**src/rtl/average_divider.sv**
```systemverilog
// Signed window-sum divider: restoring unsigned division on the magnitude,
// one quotient bit per cycle, with sign restore, saturation and illegal-window flagging.
module average_divider #(
  parameter int SIZE_DATA       = 16,
  parameter int SIZE_MAX_WINDOW = 64,
  parameter int SIZE_SUM        = SIZE_DATA + $clog2(SIZE_MAX_WINDOW)
) (
  input  logic                               clk,
  input  logic                               reset_n,
  input  logic [SIZE_SUM-1:0]                sum_in,
  input  logic [$clog2(SIZE_MAX_WINDOW):0]   window_size,
  input  logic                               sum_valid,
  output logic                               sum_ready,
  output logic [SIZE_DATA-1:0]               avg_out,
  output logic                               avg_valid,
  input  logic                               avg_ready,
  output logic                               div_error
);

  localparam int WIN_W = $clog2(SIZE_MAX_WINDOW) + 1;
  localparam int REM_W = WIN_W + 1;
  localparam int CNT_W = $clog2(SIZE_SUM);
  localparam logic [CNT_W-1:0]     LAST_CNT = CNT_W'(SIZE_SUM - 1);
  localparam logic [WIN_W-1:0]     WIN_MAX  = WIN_W'(SIZE_MAX_WINDOW);
  localparam logic [SIZE_SUM-1:0]  POS_LIM  = SIZE_SUM'((2 ** (SIZE_DATA - 1)) - 1);
  localparam logic [SIZE_SUM-1:0]  NEG_LIM  = SIZE_SUM'(2 ** (SIZE_DATA - 1));
  localparam logic [SIZE_DATA-1:0] MAX_POS  = {1'b0, {(SIZE_DATA-1){1'b1}}};
  localparam logic [SIZE_DATA-1:0] MIN_NEG  = {1'b1, {(SIZE_DATA-1){1'b0}}};

  typedef enum logic [1:0] {
    IDLE   = 2'd0,
    DIVIDE = 2'd1,
    DONE   = 2'd2
  } state_t;

  state_t               state_r;
  state_t               state_nxt_s;
  logic [SIZE_SUM-1:0]  dvd_r;
  logic [REM_W-1:0]     rem_r;
  logic [WIN_W-1:0]     div_r;
  logic                 neg_r;
  logic                 err_r;
  logic [CNT_W-1:0]     cnt_r;
  logic [SIZE_DATA-1:0] avg_r;
  logic                 div_error_r;
  logic                 sum_ready_r;
  logic                 avg_valid_r;

  logic [REM_W-1:0]     rem_shift_s;
  logic [REM_W-1:0]     rem_nxt_s;
  logic                 qbit_s;
  logic [SIZE_SUM-1:0]  dvd_nxt_s;
  logic [SIZE_SUM-1:0]  abs_s;
  logic                 win_bad_s;
  logic [SIZE_DATA-1:0] result_s;

  // Applies the captured sign to the magnitude quotient and clamps to the output range.
  function automatic logic [SIZE_DATA-1:0] saturate(input logic [SIZE_SUM-1:0] mag,
                                                    input logic                neg);
    logic [SIZE_DATA-1:0] low;
    low = mag[SIZE_DATA-1:0];
    if (neg) begin
      if (mag > NEG_LIM) return MIN_NEG;
      else               return ~low + SIZE_DATA'(1);
    end else begin
      if (mag > POS_LIM) return MAX_POS;
      else               return low;
    end
  endfunction

  // One restoring-division step plus input magnitude/legality decode.
  always_comb begin
    rem_shift_s = {rem_r[REM_W-2:0], dvd_r[SIZE_SUM-1]};
    qbit_s      = (rem_shift_s >= {1'b0, div_r});
    if (qbit_s) rem_nxt_s = rem_shift_s - {1'b0, div_r};
    else        rem_nxt_s = rem_shift_s;
    dvd_nxt_s   = {dvd_r[SIZE_SUM-2:0], qbit_s};
    if (sum_in[SIZE_SUM-1]) abs_s = ~sum_in + SIZE_SUM'(1);
    else                    abs_s = sum_in;
    win_bad_s   = (window_size == WIN_W'(0)) || (window_size > WIN_MAX);
    if (err_r) result_s = SIZE_DATA'(0);
    else       result_s = saturate(dvd_nxt_s, neg_r);
  end

  // Next-state logic.
  always_comb begin
    state_nxt_s = state_r;
    case (state_r)
      IDLE:    if (sum_valid) state_nxt_s = DIVIDE; else state_nxt_s = IDLE;
      DIVIDE:  if (cnt_r == LAST_CNT) state_nxt_s = DONE; else state_nxt_s = DIVIDE;
      DONE:    if (avg_ready) state_nxt_s = IDLE; else state_nxt_s = DONE;
      default: state_nxt_s = IDLE;
    endcase
  end

  // State register with registered handshake flags.
  always_ff @(posedge clk or negedge reset_n) begin
    if (!reset_n) begin
      state_r     <= IDLE;
      sum_ready_r <= 1'b1;
      avg_valid_r <= 1'b0;
    end else begin
      state_r     <= state_nxt_s;
      sum_ready_r <= (state_nxt_s == IDLE);
      avg_valid_r <= (state_nxt_s == DONE);
    end
  end

  // Operand capture, division iterations and result latch.
  always_ff @(posedge clk or negedge reset_n) begin
    if (!reset_n) begin
      dvd_r       <= '0;
      rem_r       <= '0;
      div_r       <= '0;
      neg_r       <= 1'b0;
      err_r       <= 1'b0;
      cnt_r       <= '0;
      avg_r       <= '0;
      div_error_r <= 1'b0;
    end else begin
      case (state_r)
        IDLE: begin
          if (sum_valid) begin
            dvd_r <= abs_s;
            rem_r <= '0;
            div_r <= window_size;
            neg_r <= sum_in[SIZE_SUM-1];
            err_r <= win_bad_s;
            cnt_r <= '0;
          end
        end
        DIVIDE: begin
          dvd_r <= dvd_nxt_s;
          rem_r <= rem_nxt_s;
          cnt_r <= cnt_r + CNT_W'(1);
          if (cnt_r == LAST_CNT) begin
            avg_r       <= result_s;
            div_error_r <= err_r;
          end
        end
        DONE: begin
          cnt_r <= cnt_r;
        end
        default: begin
          cnt_r <= '0;
        end
      endcase
    end
  end

  assign sum_ready = sum_ready_r;
  assign avg_valid = avg_valid_r;
  assign avg_out   = avg_r;
  assign div_error = div_error_r;

endmodule
```
**config.mk**
```make
export PLATFORM = sky130hd
export DESIGN_NAME = average_divider
export DESIGN_NICKNAME = d
export VERILOG_FILES = /design/src/rtl/average_divider.sv
export SDC_FILE = /design/constraint.sdc
export NUM_CORES = 1
export LEC_CHECK = 0
export BUFFER_PORTS_ARGS = -buffer_cell sky130_fd_sc_hd__buf_2
export CORE_MARGIN = 8
export CORE_UTILIZATION = 60
export DETAILED_ROUTE_END_ITERATION = 8
export PLACE_DENSITY = 0.84
export SYNTH_ARGS = -nofsm -noshare
export SYNTH_HDL_FRONTEND = slang
export SYNTH_SLANG_ARGS = --single-unit
```
**constraint.sdc**
```tcl
create_clock -name clk -period 5.5 [get_ports clk]
set_input_delay 0.55 -clock clk [delete_from_list [all_inputs] [get_ports clk]]
set_output_delay 0.55 -clock clk [all_outputs]
set_load 0.005 [all_outputs]
```
==> results.md <==
* IO Count at 52
* Vias at 3,441
* Synth async-reset ratio at 1.00
* Max Fclk at 0.288 GHz
* Syn Nets at 487
* Cts repair resizes at 0
* Post-synthesis mux area share at 0.00814
* CP Launch Type: flop
* H-tree depth at 3
* Util after Layout at 0.691
* Net Switching at 1.03 mW
* Maxcap violations at 0
* Slew margin rel. at 0.392
* Sink Count at 64
* Residual DRC count at 0
* #FFs+latches synth at 64
* WS Path Type: reg2reg
* Hold_buf cts at 0
* Initial antenna violation count at 0
* VDD IR max at 0.000330 V
* Reg clk slew, reported paths at 0.07 ns
* DP HPWL at 6420 um
* Initial DRT Pass Iterations at 5
* Simple-gate share of the synthesized area at 0.183
* Slew Limit Fails at 0
* Required time of the critical path at 5.75 ns
* Area share of fa/ha/maj cells after synthesis at 0.0410
* Fill count at 525
* Placed Area at 4140 um2
* Core area at 6280 um2
* TritonCTS Buffers at 9
* Switch share at 0.422
* Post-Place Worst Slack at 2.03 ns
* Initial Utilization at 0.613
* Overall routed net length at 8890 um
* CTS tree: yes
* Cell count after synthesis at 442
* Routing usage on met3 at 0.0343
* Setup bufs post-CTS at 0
* GR Util met2 at 0.330
* Layout Skew at 0.00655 ns
* Die Wd at 96.1 um
* Chip height at 96.1 um
* LEAKAGE at 1.93 nW
* Hold Crit Class: in2async
* Vias per cell at 6.09
* Diodes inserted at 0
* Worst setup path startpoint: rem_r[5]$_DFFE_PN0P_
* Overflow left after global routing at 0
* Clock Tree Root: clkbuf_8
* DRT iter0 DRCs at 224
* Worst r2r path cells at 10
* Area grow syn2layout at 12.8%
* # rows at 29
* Post-synth cell types at 55
* Power density cells at 561 nW/um2
* Seq pwr share at 0.388
* Largest family of logic cells by synthesized area: compound AO/OA/AOI/OAI gates
* Die Area at 9230 um2
* Clock Path Buffers at 2
* Clk pwr share at 0.165
* Critical R2R Launch: rem_r[5]$_DFFE_PN0P_
* Critical Path AT at 3.72 ns
* Crit share post-route at 0.632
* Final RePlAce weighted congestion at 0.868
* Synth Area in Compound Gates at 0.248
* R2R Setup Slk at 2.02 ns
* Port Buffers at 51
* Worst Setup End Kind: flop
* Detail Route Antenna Nets at 0
* Setup ws final at 2.02 ns
* Ratio of cells with drive above 1 in the final layout at 0.172
* Max Fanout on Critical Path at 28
* Grt peak-use layer: met2
* Internal power at 1.41 mW
* Worst hold margin at 0.380 ns
* Met1 Track Usage GR at 0.263
* Xor-xnor portion of the synthesized cell area at 0.0569
* Worst-margin pin slew at 0.912 ns
* Post-Syn Area at 3840 um2
* Critical Path End: avg_out[13]$_DFFE_PN0P_
* Final setup violation count at 0
* Final instance area at 4340 um2
* Avg Inst Size Synth at 8.70 um2
* First-pass GRT wire length at 15,000 um
* WL/cell at 15.7 um
* Clk Latency, worst-skew pair at 0.34 ns
* Reg-to-Reg End: avg_out[13]$_DFFE_PN0P_
* Post-synth EDFFs at 0
* Final net count at 528
* Maximum number of pins on one net before global-route repair at 65
* Sequential-to-total area share from yosys stat at 0.417
* Top FF cell, synth: dfrtp_1
* Synth warn at 0
* Tmin final at 3.48 ns
* Vias in the first global route at 3,277
* Status: completed
* Total GRT Usage at 0.204
* RSZ-0062 raised after global routing: no
* Comb power frac at 0.447
* Setup Total Neg Slack at 0 ns
* Final Hold Vio Count at 0
-- power by group through the flow --
| stage | combinational, mW | sequential (mW) | clock (mW) |
|---|---|---|---|
| 2_1_floorplan | 0.900 | 0.831 | 0 |
| 3_3_place_gp | 1.05 | 0.934 | 0 |
| 3_5_place_dp | 1.08 | 0.948 | 0 |
| 4_1_cts | 1.09 | 0.941 | 0.406 |
| 5_1_grt | 1.24 | 0.976 | 0.424 |
| 6_report | 1.09 | 0.944 | 0.401 |
-- worst min path at each step --
stage                                 startpoint                     end
final                                    reset_n  avg_out[1]$_DFFE_PN0P_
after CTS                                reset_n  avg_out[1]$_DFFE_PN0P_
after global placement    avg_out[7]$_DFFE_PN0P_  avg_out[7]$_DFFE_PN0P_
after floorplan                          reset_n  avg_out[0]$_DFFE_PN0P_
after detailed placement  avg_out[3]$_DFFE_PN0P_  avg_out[3]$_DFFE_PN0P_
after global routing              window_size[0]    div_r[0]$_DFFE_PN0P_
-- cell usage in the layout (no fill, tap or decap), types with 3 or more instances in the layout --
cell type  count
nand2_1       63
dfrtp_1       63
buf_2         51
nor2_1        27
a21oi_1       27
o21ai_1       25
o21ai_0       25
o22ai_1       17
xor2_1        16
inv_1         15
clkbuf_8      14
a22oi_1       13
o31ai_1       12
ha_1          11
a31oi_1       10
xnor2_1        9
nand3_1        7
buf_4          7
nor3_1         6
nand2b_1       5
nand3b_1       5
nor4_1         5
or4_1          4
nand4_1        3
and3_1         3
a22o_1         3
o31ai_2        3
nor3b_1        3
a41oi_1        3
-- sequential cells by signal (all words and copies together), names as in the netlist --
register,cells
avg_out,16
avg_valid,1
cnt_r,5
div_error,1
div_r,7
dvd_r,22
err_r,1
neg_r,1
rem_r,7
state_r,2
sum_ready,1
-- cells in the mapped netlist (all sizes together) (2+ instances only) --
| cell | number | share of area |
|---|---|---|
| dfrtp | 63 | 0.41 |
| nand2 | 63 | 0.062 |
| o21ai | 50 | 0.065 |
| a21oi | 27 | 0.035 |
| nor2 | 27 | 0.026 |
| clkbuf | 25 | 0.024 |
| o22ai | 17 | 0.028 |
| inv | 16 | 0.016 |
| xor2 | 16 | 0.036 |
| o31ai | 15 | 0.033 |
| a22oi | 13 | 0.025 |
| ha | 11 | 0.036 |
| a31oi | 10 | 0.016 |
| xnor2 | 9 | 0.021 |
| nand3 | 7 | 0.0091 |
| nor3 | 7 | 0.010 |
| nor4 | 6 | 0.014 |
| nand2b | 5 | 0.0081 |
| nand3b | 5 | 0.0098 |
| nor3b | 4 | 0.011 |
| or4 | 4 | 0.0078 |
| a22o | 3 | 0.0068 |
| a41oi | 3 | 0.0068 |
| and3 | 3 | 0.0049 |
| buf | 3 | 0.0052 |
| nand4 | 3 | 0.0049 |
| a211oi | 2 | 0.0039 |
| a21o | 2 | 0.0039 |
| a32oi | 2 | 0.0046 |
| mux2i | 2 | 0.0052 |
| nand4b | 2 | 0.0046 |
| o41ai | 2 | 0.0046 |
-- metrics by stage --
step | total power [mW] | std cells
final | 2.43 | 565
after CTS | 2.44 | 565
after floorplan | 1.73 | 442
after global placement | 1.98 | 549
after global routing | 2.64 | 565
after detailed placement | 2.03 | 549
-- cell families after synthesis --
family          count (synthesis)
xor+xnor                       25
flops                          64
mux                             3
compound gates                152
buf+inv                        45
fa+ha+maj                      12
simple gates                  141
-- routing by layer --
layer | vias up | wire length [um]
met5 | - | 0
li1 | 1690 | -
met1 | 1637 | 4010
met2 | 98 | 4260
met4 | 0 | 138
met3 | 16 | 482
-- critical path, cell delays in order, from the launching register on --
cell,delay (ns)
dfrtp_1,0.40
ha_1,0.36
a211oi_1,0.25
nand2_1,0.10
nor3_2,0.17
buf_4,0.30
ha_1,0.25
nor4b_2,0.49
a31oi_1,0.16
a2111o_1,0.61
o31ai_2,0.30
-- cell type report --
cell class / instances / area (um2) / share of cell area
Tap cell: 77 / 96.3 / 0.0222
Sequential cell: 64 / 1600 / 0.369
Clock buffer: 14 / 193 / 0.0444
Clock inverter: 2 / 10.0 / 0.00231
Inverter: 17 / 63.8 / 0.0147
Multi-Input combinational cell: 333 / 2060 / 0.476
Timing Repair Buffer: 58 / 308 / 0.0710
No activity file was read; power rests on OpenSTA's default activity.
